### config.mk
export PLATFORM = sky130hd
export DESIGN_NAME = spi_master_ctrl
export DESIGN_NICKNAME = d
export VERILOG_FILES = /design/src/rtl/spi_master_ctrl.sv
export SDC_FILE = /design/constraint.sdc
export NUM_CORES = 1
export LEC_CHECK = 0
export ABC_AREA = 1
export CORE_MARGIN = 2
export CORE_UTILIZATION = 45
export DETAILED_ROUTE_END_ITERATION = 10
export PLACE_DENSITY = 0.76
export SLEW_MARGIN = 20
export SYNTH_ARGS = -nofsm -noshare
export SYNTH_HDL_FRONTEND = slang
export SYNTH_SLANG_ARGS = --single-unit
### constraint.sdc
create_clock -name clk -period 1.7 [get_ports clk]
set_input_delay 0.34 -clock clk [delete_from_list [all_inputs] [get_ports clk]]
set_output_delay 0.34 -clock clk [all_outputs]
set_load 0.01 [all_outputs]
### src/rtl/spi_master_ctrl.sv
// spi_master_ctrl: SPI master that frames a 10-bit command word on SS_n/MOSI
// and, for read-data commands (word[9:8]==2'b11), captures an 8-bit reply
// from MISO after RD_LATENCY idle cycles.
//
// Ports:
//   clk      - system clock, rising edge
//   rst      - asynchronous active-high reset
//   start    - host request, honoured only while busy==0
//   tx_word  - command word: [9:8] opcode, [7:0] payload
//   busy     - frame in progress (falls in the final gap cycle)
//   done     - one-cycle pulse in the cycle SS_n returns high
//   rd_data  - last captured read byte
//   rd_valid - one-cycle pulse with done on read-data frames
//   SS_n     - slave select, active low
//   MOSI     - serial data out, MSB first
//   MISO     - serial data in, MSB first
module spi_master_ctrl #(
  parameter int RD_LATENCY = 3,
  parameter int GAP        = 1
) (
  input  logic       clk,
  input  logic       rst,
  input  logic       start,
  input  logic [9:0] tx_word,
  output logic       busy,
  output logic       done,
  output logic [7:0] rd_data,
  output logic       rd_valid,
  output logic       SS_n,
  output logic       MOSI,
  input  logic       MISO
);

  typedef enum logic [2:0] {
    ST_IDLE    = 3'd0,
    ST_CMD     = 3'd1,
    ST_SHIFT   = 3'd2,
    ST_RD_WAIT = 3'd3,
    ST_RECV    = 3'd4,
    ST_END     = 3'd5
  } state_t;

  localparam logic [3:0] SHIFT_LAST = 4'd9;
  localparam logic [3:0] RECV_LAST  = 4'd7;
  localparam logic [3:0] WAIT_LAST  = 4'(RD_LATENCY - 1);
  localparam logic [3:0] GAP_LAST   = 4'(GAP - 1);
  // busy is cleared one cycle before the gap ends so the host's next start
  // is taken at the end of the final gap cycle: SS_n then stays high for
  // exactly GAP cycles between back-to-back frames.
  localparam logic [3:0] BUSY_LAST  = 4'(GAP - 2);

  state_t     state;
  logic [3:0] cnt;
  logic [9:0] word;
  logic [6:0] shreg;

  // Frame sequencer; every output is assigned here, so all outputs are registered.
  always_ff @(posedge clk or posedge rst) begin
    if (rst) begin
      state    <= ST_IDLE;
      cnt      <= 4'd0;
      word     <= 10'd0;
      shreg    <= 7'd0;
      busy     <= 1'b0;
      done     <= 1'b0;
      rd_data  <= 8'd0;
      rd_valid <= 1'b0;
      SS_n     <= 1'b1;
      MOSI     <= 1'b0;
    end else begin
      done     <= 1'b0;
      rd_valid <= 1'b0;
      case (state)
        ST_IDLE: begin
          if (start) begin
            word  <= tx_word;
            busy  <= 1'b1;
            SS_n  <= 1'b0;
            MOSI  <= tx_word[9];
            state <= ST_CMD;
          end else begin
            state <= ST_IDLE;
          end
        end
        ST_CMD: begin
          // First SHIFT cycle repeats the command-select bit (cnt=0 -> word[9]).
          cnt   <= 4'd0;
          MOSI  <= word[9];
          state <= ST_SHIFT;
        end
        ST_SHIFT: begin
          if (cnt == SHIFT_LAST) begin
            cnt  <= 4'd0;
            MOSI <= 1'b0;
            if (word[9:8] == 2'b11) begin
              state <= ST_RD_WAIT;
            end else begin
              SS_n  <= 1'b1;
              done  <= 1'b1;
              busy  <= (GAP_LAST != 4'd0);
              state <= ST_END;
            end
          end else begin
            cnt  <= cnt + 4'd1;
            MOSI <= word[4'd8 - cnt];
          end
        end
        ST_RD_WAIT: begin
          if (cnt == WAIT_LAST) begin
            cnt   <= 4'd0;
            state <= ST_RECV;
          end else begin
            cnt <= cnt + 4'd1;
          end
        end
        ST_RECV: begin
          shreg <= {shreg[5:0], MISO};
          if (cnt == RECV_LAST) begin
            rd_data  <= {shreg, MISO};
            rd_valid <= 1'b1;
            done     <= 1'b1;
            SS_n     <= 1'b1;
            busy     <= (GAP_LAST != 4'd0);
            cnt      <= 4'd0;
            state    <= ST_END;
          end else begin
            cnt <= cnt + 4'd1;
          end
        end
        ST_END: begin
          if (cnt == GAP_LAST) begin
            // busy is already low here, so a pending start is legal this cycle.
            if (start) begin
              word  <= tx_word;
              busy  <= 1'b1;
              SS_n  <= 1'b0;
              MOSI  <= tx_word[9];
              state <= ST_CMD;
            end else begin
              state <= ST_IDLE;
            end
          end else begin
            cnt <= cnt + 4'd1;
            if (cnt == BUSY_LAST) begin
              busy <= 1'b0;
            end else begin
              busy <= busy;
            end
          end
        end
        default: begin
          state <= ST_IDLE;
          busy  <= 1'b0;
          SS_n  <= 1'b1;
          MOSI  <= 1'b0;
        end
      endcase
    end
  end

endmodule
* Word-level counts from Yosys, hierarchy flattened
Index checks and enable logic that the tools add are counted.
** Word-level totals
- Input bits :: 14
- Bits in registers :: 37
** Cells by class
- Reductions and logical operators :: 13
- Bitwise operators :: 2
- Magnitude comparators :: 1
- Equality and inequality tests :: 17
- Add/sub/neg operators :: 2
- Muxes and demuxes :: 39
** Operators with widths (number)
- two-way mux 1 bit :: 20
- two-way mux 10 bit :: 2
- case mux 10 bit (2 select lines) :: 1
- case mux 4 bit (5 select lines) :: 1
- case mux 3 bit (6 select lines) :: 1
- two-way mux 4 bit :: 4
- two-way mux 3 bit :: 5
- case mux 1 bit (5 select lines) :: 3
- != test 2 bit (second input constant) :: 6
- AND reduction 5 bit :: 2
- == test 4 bit (second input constant) :: 2
- AND reduction 2 bit :: 4
- == test 3 x 2 -> 1 bit (second input constant) :: 2
- == test 3 bit (second input constant) :: 2
- < comparator 4 x 5 -> 1 bit (second input constant) :: 1
- nonzero test 5 bit :: 1
- adder 4 x 1 -> 4 bit (second input constant) :: 1
- binary-select mux 1 bit (select 4 bit) :: 1
- == test 4 x 2 -> 1 bit (second input constant) :: 1
- == test 4 x 3 -> 1 bit (second input constant) :: 1
- logical NOT 4 bit :: 1
- AND reduction 4 bit :: 1
- OR reduction 2 bit :: 2
- subtractor 4 bit (first input constant) :: 1
- 7 further kinds :: 8

* Depth between registers and ports, before layout
Gate-level depths: netlist of the first run.
- Depth in word-level cells :: 5
- Gate-level depth with buffers :: 14
- Mapped depth without buffers :: 13

* Worst setup path after synthesis of the first run
OpenSTA, ideal clock, no wires.
- Path type :: reg2reg
- Start point :: reg cnt[0]
- End point :: reg word[0]
- Setup time :: 0.120 ns
- Cell stages (with the launch flop) :: 11
- Slack :: 0.028 ns
- Arrival time :: 1.551 ns
- Path through :: dfrtp_1 -> buf_2 -> clkinv_1 -> ha_1 -> nand3_1 -> or2_1 -> nand2_2 -> nand2_2 -> buf_6 -> nor2_1 -> a21oi_1
** On the way
- Word-level cells in the longest chain between the ends :: 3
** RTL lines
- from (decl) :: line 53 : logic [3:0] cnt;
- from (signal assigned) :: line 104 : cnt <= cnt + 4'd1;
- from (signal assigned) :: line 113 : cnt <= cnt + 4'd1;
- from (signal assigned) :: line 127 : cnt <= cnt + 4'd1;
- logical NOT 4 bit :: line 131 : if (cnt == GAP_LAST) begin
- != test 2 bit (no line)
- AND reduction 2 bit (no line)
- to (signal assigned) :: line 76 : word <= tx_word;
- to (signal assigned) :: line 134 : word <= tx_word;
- to (decl) :: line 54 : logic [9:0] word;
No other way between the ends.
A chain may end at the register's enable or synchronous reset.

* Final worst setup path of the first run
- Start point :: reg cnt[0]
- End point :: reg word[1]
The elaborated chain is that of the path after synthesis.

==> qor_table.md, run 1 <==
| Group | Parameter | This run |
| --- | --- | --- |
| sta | Final setup violation count | 0 |
| clock network | Number of hold-repair buffers added at the cts stage | 0 |
| place | Number of port buffers | 26 |
| floorplan | Core Rows | 23 |
| cells and area | Fraction of layout cells with a size suffix above 1 | 10.8% |
| job | Reported max-cap violation count | 0 |
| cells and area | Antenna diode count | 0 |
| synthesis | Synthesis Warnings | 0 |
| detailed routing | Via count normalized by instance count | 4.80 |
| grt | Number of antenna violations at the first check in global routing | 0 |
| clock network | Clock tree sinks | 37 |
| grt | Global router's overall resource usage | 18.1% |
| cells and area | Number of inserted filler cells in the final layout | 365 |
| floorplan | Starting Density | 46.2% |
| cells and area | Final-stage net count | 286 |
| synthesis | Simple-gate share of the synthesized area | 25.2% |
| clock network | Clock tree from TritonCTS | done |
| sta | Worst hold slack | 380 ps |
| synthesis | Number of library cell types mapped by synthesis | 24 |
| setup path | Sort of element at the end of the critical path | flop |
| place | Detailed placement HPWL | 2.59 mm |
| synthesis | Post-synthesis sequential area ratio | 50.5% |
| grt | Aggregate global routing overflow | 0 |
| detailed routing | DRC violations left | 0 |
| setup path | Max stage delay cell, worst path | sky130_fd_sc_hd__dfrtp_2 |
| cells and area | Syn-to-layout area delta | 27.3% |
| cells and area | Commonest cells after routing, fill and taps aside | sky130_fd_sc_hd__nand2_1, sky130_fd_sc_hd__dfrtp_1, sky130_fd_sc_hd__inv_1 |
| clock network | Clk Latency, worst-skew pair | 300 ps |
| floorplan | Core area | 3970 um2 |
| detailed routing | Initial drt markers | 116 |
| place | Placer's final routability congestion estimate | 0.973 |
| sta | Timing-limited maximum frequency | 628 MHz |
| sta | Final period demand of the worst path | 1590 ps |
| grt | Pin count of the biggest net entering global routing | 38 |
| synthesis | Fraction of synthesized area in multiplexers | 0% |
| floorplan | Die width | 67.9 um |
| setup path | Delay-heaviest family, CP | simple AND/OR/NAND/NOR gates |
| setup path | Data required, critical path | 1880 ps |
| power | Leakage power | 1.16 nW |
| detailed routing | Vias | 1532 |
| synthesis | Flop and latch count out of synthesis | 37 |
| sta | Worst-margin pin slew | 393 ps |
| place | DP Area | 2180 um2 |
| cells and area | Commonest non-fill, non-tap cell in the layout | sky130_fd_sc_hd__nand2_1 |
| outcome | Status | completed |
| sta | Number of max-slew violations in the final report | 0 |
| floorplan | Height of the die | 67.9 um |
| setup path | Sequence of cells on the critical path | inv_2 > ha_2 > nand3_1 > or2_1 > nand2_2 > nand2_8 > nor2_1 > a21oi_1 |
| min path | Type of the worst min-delay path | in2async |
| setup path | Critical path data arrival time | 1770 ps |
| clock network | Clock-pin slew of the registers on the worst-case setup and hold paths | 80 ps |
| grt | Wire length of the first global-routing pass | 6.18 mm |
| setup path | Startpoint types | flop |
| sta | Total negative slack for setup checks | 0 ps |
| cells and area | Finished Layout Cells | 319 |
| detailed routing | Total length of routed wires | 3.70 mm |
| sta | Post-route fraction of the period consumed by the critical path | 93.7% |
| setup path | Crit path largest cell delay | 440 ps |
| synthesis | Largest family of logic cells by synthesized area | simple AND/OR/NAND/NOR gates |
| synthesis | Post-synthesis share of cell area spent on full adders, half adders and majority gates | 2.73% |
| synthesis | Syn nets | 250 |
| sta | Final count of hold timing violations | 0 |
| place | Placed Cells incl. Taps | 309 |
| setup path | Crit path max fanout | 21 |
| setup path | Number of buffer and inverter instances along the worst setup path | 1 |
| clock network | H-Tree Level Count | 2 |
| synthesis | Post-Syn Area | 1840 um2 |
| detailed routing | Post-route antenna net violation count | 0 |
| sta | Worst Clk Skew | 6.11 ps |
| synthesis | Synthesized instance count | 232 |
| floorplan | Top-Level Pins | 27 |
| power | Largest vdd supply drop | 0.639 mV |
| detailed routing | Number of optimization iterations in the first detailed-route pass | 4 |
| sta | Worst slew margin relative to its limit | 73.7% |
| grt | Via count of the first global-routing pass | 1430 |
| clock network | Number of CTS-inserted buffers | 5 |
| power | PwrDens | 1690 nW/um2 |
| synthesis | Synthesized area per cell | 7.91 um2 |
| detailed routing | Average wire per cell in the routed design | 11.6 um |
| cells and area | Final std cell area, no fill | 2340 um2 |
| floorplan | Area enclosed by the die boundary | 4610 um2 |
| synthesis | Area fraction in compound gates after synthesis | 12.0% |
| synthesis | Xor-xnor portion of the synthesized cell area | 0.477% |
| setup path | Category of the critical setup timing path | reg2reg |
| clock network | Clock tree buffer depth | 2 |
| clock network | Cell at the root of the clock tree | sky130_fd_sc_hd__clkbuf_8 |
per-layer routing:
layer | vias to the layer above | share of wire, % | global-route usage (%)
li1 | 807 | - | -
met1 | 684 | 46 | 22.1
met2 | 32 | 48 | 29.2
met3 | 9 | 3.5 | 4.61
met4 | 0 | 2.7 | 10.3
met5 | - | 0 | 0
cells in the mapped netlist, drive strengths merged:
library cell | number | share of area [%]
a211oi | 1 | 0.41
nand4 | 3 | 1.0
a21oi | 16 | 4.4
or2 | 1 | 0.34
clkinv | 1 | 0.20
dfstp | 1 | 1.4
buf | 4 | 1.8
nand3 | 20 | 5.7
inv | 34 | 7.0
o21a | 1 | 0.41
nand2 | 64 | 13
ha | 4 | 2.7
dfrtp | 36 | 49
xor2 | 1 | 0.48
nor2 | 19 | 4.6
clkbuf | 1 | 0.20
o21ai | 25 | 6.8
final cells by class:
class | count | area, um2 | area share [%]
well taps | 50 | 62.6 | 2.68
inverters | 35 | 131 | 5.62
repair buffers | 34 | 332 | 14.2
clock buffers | 6 | 82.6 | 3.54
flip-flops and latches | 37 | 928 | 39.7
clock inverters | 2 | 37.5 | 1.61
multi-input cells | 155 | 762 | 32.6
worst reg2reg max path, stage by stage, from the launching register on:
cell,delay (ps)
sky130_fd_sc_hd__dfrtp_2,440
sky130_fd_sc_hd__inv_2,70
sky130_fd_sc_hd__ha_2,190
sky130_fd_sc_hd__nand3_1,110
sky130_fd_sc_hd__or2_1,250
sky130_fd_sc_hd__nand2_2,130
sky130_fd_sc_hd__nand2_8,110
sky130_fd_sc_hd__nor2_1,120
sky130_fd_sc_hd__a21oi_1,50
worst paths after layout:
kind	startpoint	to	slack, ps	cells past startpoint
min in group clk	SS_n	SS_n	470	2
max in group asynchronous	rst	SS_n	1060	3
min	rst	rd_data[0]	380	3
max	cnt[0]	word[1]	110	8
max reg2reg	cnt[0]	word[1]	110	8
min reg2reg	SS_n	SS_n	470	2
per-stage QoR:
stage / total power [mW] / utilization (%) / setup slack, ps
2_1_floorplan: 2.62 / - / 28.2
3_3_place_gp: 3.00 / 54.9 / 122
3_5_place_dp: 3.05 / 54.9 / 15.3
4_1_cts: 3.87 / 58.0 / 72.8
5_1_grt: 4.30 / 58.8 / -12.5
6_report: 3.94 / 58.8 / 107
flip-flops by register name, indices dropped and copies added (netlist names):
signal / flops
shreg: 7
word: 10
cnt: 4
state: 3
MOSI: 1
rd_valid: 1
done: 1
SS_n: 1
rd_data: 8
busy: 1
report_power, final:
part	switching [mW]	internal [mW]
combinational	1.09	0.680
sequential	0.178	1.19
clock	0.323	0.477
kinds of logic (layout without fill, tap and decap cells):
kind of cell | count (synthesis) | in the layout
adder cells (fa/ha/maj) | 4 | 4
AO/OA/AOI/OAI | 43 | 43
AND/OR/NAND/NOR | 107 | 107
buffers and inverters | 40 | 77
XOR/XNOR | 1 | 1
flip-flops | 37 | 37
what timing repair did:
| action | CTS | global route |
|---|---|---|
| gates resized for setup | 2 | 6 |
| hold endpoints to repair | 0 | 0 |
| buffers inserted | 0 | 2 |
| endpoints found under the setup margin | 5 | 18 |
| pin swaps | 0 | 1 |
(Power assumes the default switching activity.)
==> run 2: changes to the inputs <==
Settings changed: GPL_ROUTABILITY_DRIVEN from default to 0.
==> run 2 against run 1 <==
  * Worst hold slack improved by 11 ps
  * Via count rose by 2.0%
  * Global-route usage shrank 1.1 points
  * Clock skew shrank 1.2 ps
  * Clock power is 17% lower
  * Cell area is essentially flat
  * First-iteration DRC count decreased by 3.4%
  * Worst setup slack better by 20 ps
  * Combinational power is essentially flat
  * Sequential power hardly changed
  * Cell count grew 0.31%
==> qor_table.md, run 2 (synthesized netlist as in run 1, its figures left out) <==
| Group | Parameter | This run | Change |
| --- | --- | --- | --- |
| sta | Number of max-slew violations in the final report | 0 | unchanged |
| detailed routing | Initial drt markers | 112 | -3.4% |
| sta | Final setup violation count | 0 | unchanged |
| sta | Worst-margin pin slew | 352 ps | -40.9 ps |
| cells and area | Reg with most FFs | word |  |
| setup path | Crit. Startpoint | cnt[0] |  |
| clock network | Clock tree buffer depth | 2 | unchanged |
| setup path | Category of the critical setup timing path | reg2reg |  |
| sta | Worst hold slack | 391 ps | +10.7 ps |
| detailed routing | Via count normalized by instance count | 4.88 | +1.6% |
| detailed routing | Vias | 1562 | +2.0% |
| floorplan | Area enclosed by the die boundary | 4610 um2 | unchanged |
| sta | Final period demand of the worst path | 1570 ps | -20.3 ps |
| setup path | Sort of element at the end of the critical path | flop |  |
| cells and area | Commonest cells after routing, fill and taps aside | sky130_fd_sc_hd__nand2_1, sky130_fd_sc_hd__dfrtp_1, sky130_fd_sc_hd__inv_1 |  |
| setup path | Crit path largest cell delay | 440 ps | about the same |
| floorplan | Die width | 67.9 um | unchanged |
| detailed routing | Post-route antenna net violation count | 0 | unchanged |
| clock network | Clk Latency, worst-skew pair | 280 ps | -20 ps |
| detailed routing | DRC violations left | 0 | unchanged |
| place | DP Area | 2180 um2 | unchanged |
| cells and area | Antenna diode count | 0 | unchanged |
| grt | Number of antenna violations at the first check in global routing | 0 | unchanged |
| sta | Worst slew margin relative to its limit | 76.3% | +2.5 points |
| setup path | Sequence of cells on the critical path | clkinv_1 > ha_2 > nand3_1 > or2_1 > nand2_2 > nand2_8 > nor2_1 > a21oi_1 |  |
| grt | Wire length of the first global-routing pass | 5.93 mm | -4.0% |
| grt | Global router's overall resource usage | 17.0% | -1.1 points |
| setup path | Critical path data arrival time | 1740 ps | -30 ps |
| detailed routing | Number of optimization iterations in the first detailed-route pass | 4 | unchanged |
| cells and area | Max FFs per register | 10 | unchanged |
| sta | Setup repair after global routing missed its margin | no |  |
| sta | Post-route fraction of the period consumed by the critical path | 92.5% | -1.2 points |
| cells and area | Fraction of layout cells with a size suffix above 1 | 11.1% | +0.33 points |
| clock network | Number of hold-repair buffers added at the cts stage | 0 | unchanged |
| setup path | Crit path max fanout | 21 | unchanged |
| power | Leakage power | 1.17 nW | +0.47% |
| job | Reported max-cap violation count | 0 | unchanged |
| cells and area | Largest registers | word (10), rd_data (8), shreg (7) |  |
| cells and area | Syn-to-layout area delta | 27.2% | about the same |
| floorplan | Top-Level Pins | 27 | unchanged |
| sta | Final count of hold timing violations | 0 | unchanged |
| power | Largest vdd supply drop | 0.651 mV | +2.0% |
| power | PwrDens | 1610 nW/um2 | -4.3% |
| place | Detailed placement HPWL | 2.63 mm | +1.6% |
| clock network | Clock-pin slew of the registers on the worst-case setup and hold paths | 70 ps | about the same |
| cells and area | Commonest non-fill, non-tap cell in the layout | sky130_fd_sc_hd__nand2_1 |  |
| grt | Pin count of the biggest net entering global routing | 38 | unchanged |
| setup path | Startpoint of the most critical register-to-register path | cnt[0] |  |
| floorplan | Core Rows | 23 | unchanged |
| sta | Worst Clk Skew | 4.89 ps | -1.22 ps |
| clock network | Number of CTS-inserted buffers | 5 | unchanged |
| min path | Type of the worst min-delay path | in2async |  |
| cells and area | Number of inserted filler cells in the final layout | 382 | +4.7% |
| clock network | H-Tree Level Count | 2 | unchanged |
| floorplan | Core area | 3970 um2 | unchanged |
| sta | Timing-limited maximum frequency | 636 MHz | +1.3% |
| detailed routing | Average wire per cell in the routed design | 11.6 um | +0.17% |
| setup path | Data required, critical path | 1870 ps | about the same |
| floorplan | Height of the die | 67.9 um | unchanged |
| setup path | Max stage delay cell, worst path | sky130_fd_sc_hd__dfrtp_2 |  |
| clock network | Clock tree from TritonCTS | done |  |
| cells and area | Finished Layout Cells | 320 | +0.31% |
| grt | Via count of the first global-routing pass | 1410 | -1.4% |
| place | Placed Cells incl. Taps | 309 | unchanged |
| floorplan | Starting Density | 46.2% | unchanged |
| clock network | Cell at the root of the clock tree | sky130_fd_sc_hd__clkbuf_8 |  |
| outcome | Status | completed |  |
| grt | Aggregate global routing overflow | 0 | unchanged |
| clock network | Clock tree sinks | 37 | unchanged |
| detailed routing | Total length of routed wires | 3.72 mm | +0.49% |
| cells and area | Final-stage net count | 287 | +0.35% |
| place | Number of port buffers | 26 | unchanged |
| sta | Total negative slack for setup checks | 0 ps | unchanged |
| cells and area | Final std cell area, no fill | 2330 um2 | about the same |
| setup path | Startpoint types | flop |  |
==> run 2: changes by cell type in the layout (fill, tap and decap cells not counted), sizes merged <==
cell,before,now
clkinv,0,2
dlymetal6s2s,0,1
dlygate4sd2,1,0
inv,35,33
bufinv,1,0
clkbuf,6,8
==> run 2: area by class of cell <==
type / count / area, um2 / area share, %
sequential: 37 / 928 / 39.8
tap: 50 / 62.6 / 2.68
clock inverter: 1 / 5.00 / 0.214
clock buffer: 7 / 96.3 / 4.13
multi-input combinational: 155 / 764 / 32.7
timing repair buffer: 35 / 343 / 14.7
inverter: 35 / 135 / 5.79
==> run 2: power by group <==
| group | switching, mW | total [mW] | internal, mW |
|---|---|---|---|
| clock network | 0.300 | 0.666 | 0.366 |
| registers | 0.177 | 1.36 | 1.19 |
| logic | 1.08 | 1.74 | 0.652 |
==> run 2: worst paths after layout <==
path / endpoint / slack, ps / cells past startpoint
min in group clk: SS_n / 460 / 2
max in group asynchronous: SS_n / 1060 / 3
hold / removal: rd_data[0] / 390 / 3
setup / recovery: word[2] / 130 / 8
setup reg to reg: word[2] / 130 / 8
hold reg to reg: SS_n / 460 / 2
==> run 2: layer usage <==
| layer | part of all wire, % | GRT usage (%) | vias up |
|---|---|---|---|
| met3 | 3.8 | 3.95 | 2 |
| met5 | 0 | 0 | - |
| li1 | - | - | 809 |
| met2 | 49 | 29.5 | 37 |
| met1 | 46 | 20.7 | 714 |
| met4 | 0.73 | 6.00 | 0 |
==> run 2: critical path: cells and delay by family (launching register included) <==
kind,cells,cell delay [ps]
adder cells (fa/ha/maj),1,190
buffers and inverters,1,70
AND/OR/NAND/NOR,5,710
flip-flops,1,440
AO/OA/AOI/OAI,1,50
==> run 2: timing repair <==
action / CTS / global route
endpoints found under the setup margin: 1 / 15
pin swaps: 0 / 0
buffers inserted: 0 / 3
resized for setup: 1 / 7
==> run 2: metrics by stage <==
| step | util (%) | total power [mW] | worst slack [ps] |
|---|---|---|---|
| floorplan | - | 2.62 | 28.2 |
| global placement | 54.9 | 3.00 | 119 |
| detailed placement | 54.9 | 3.06 | 10.5 |
| CTS | 57.6 | 3.75 | 1.80 |
| global route | 58.8 | 4.10 | 0.952 |
| finish | 58.8 | 3.77 | 127 |
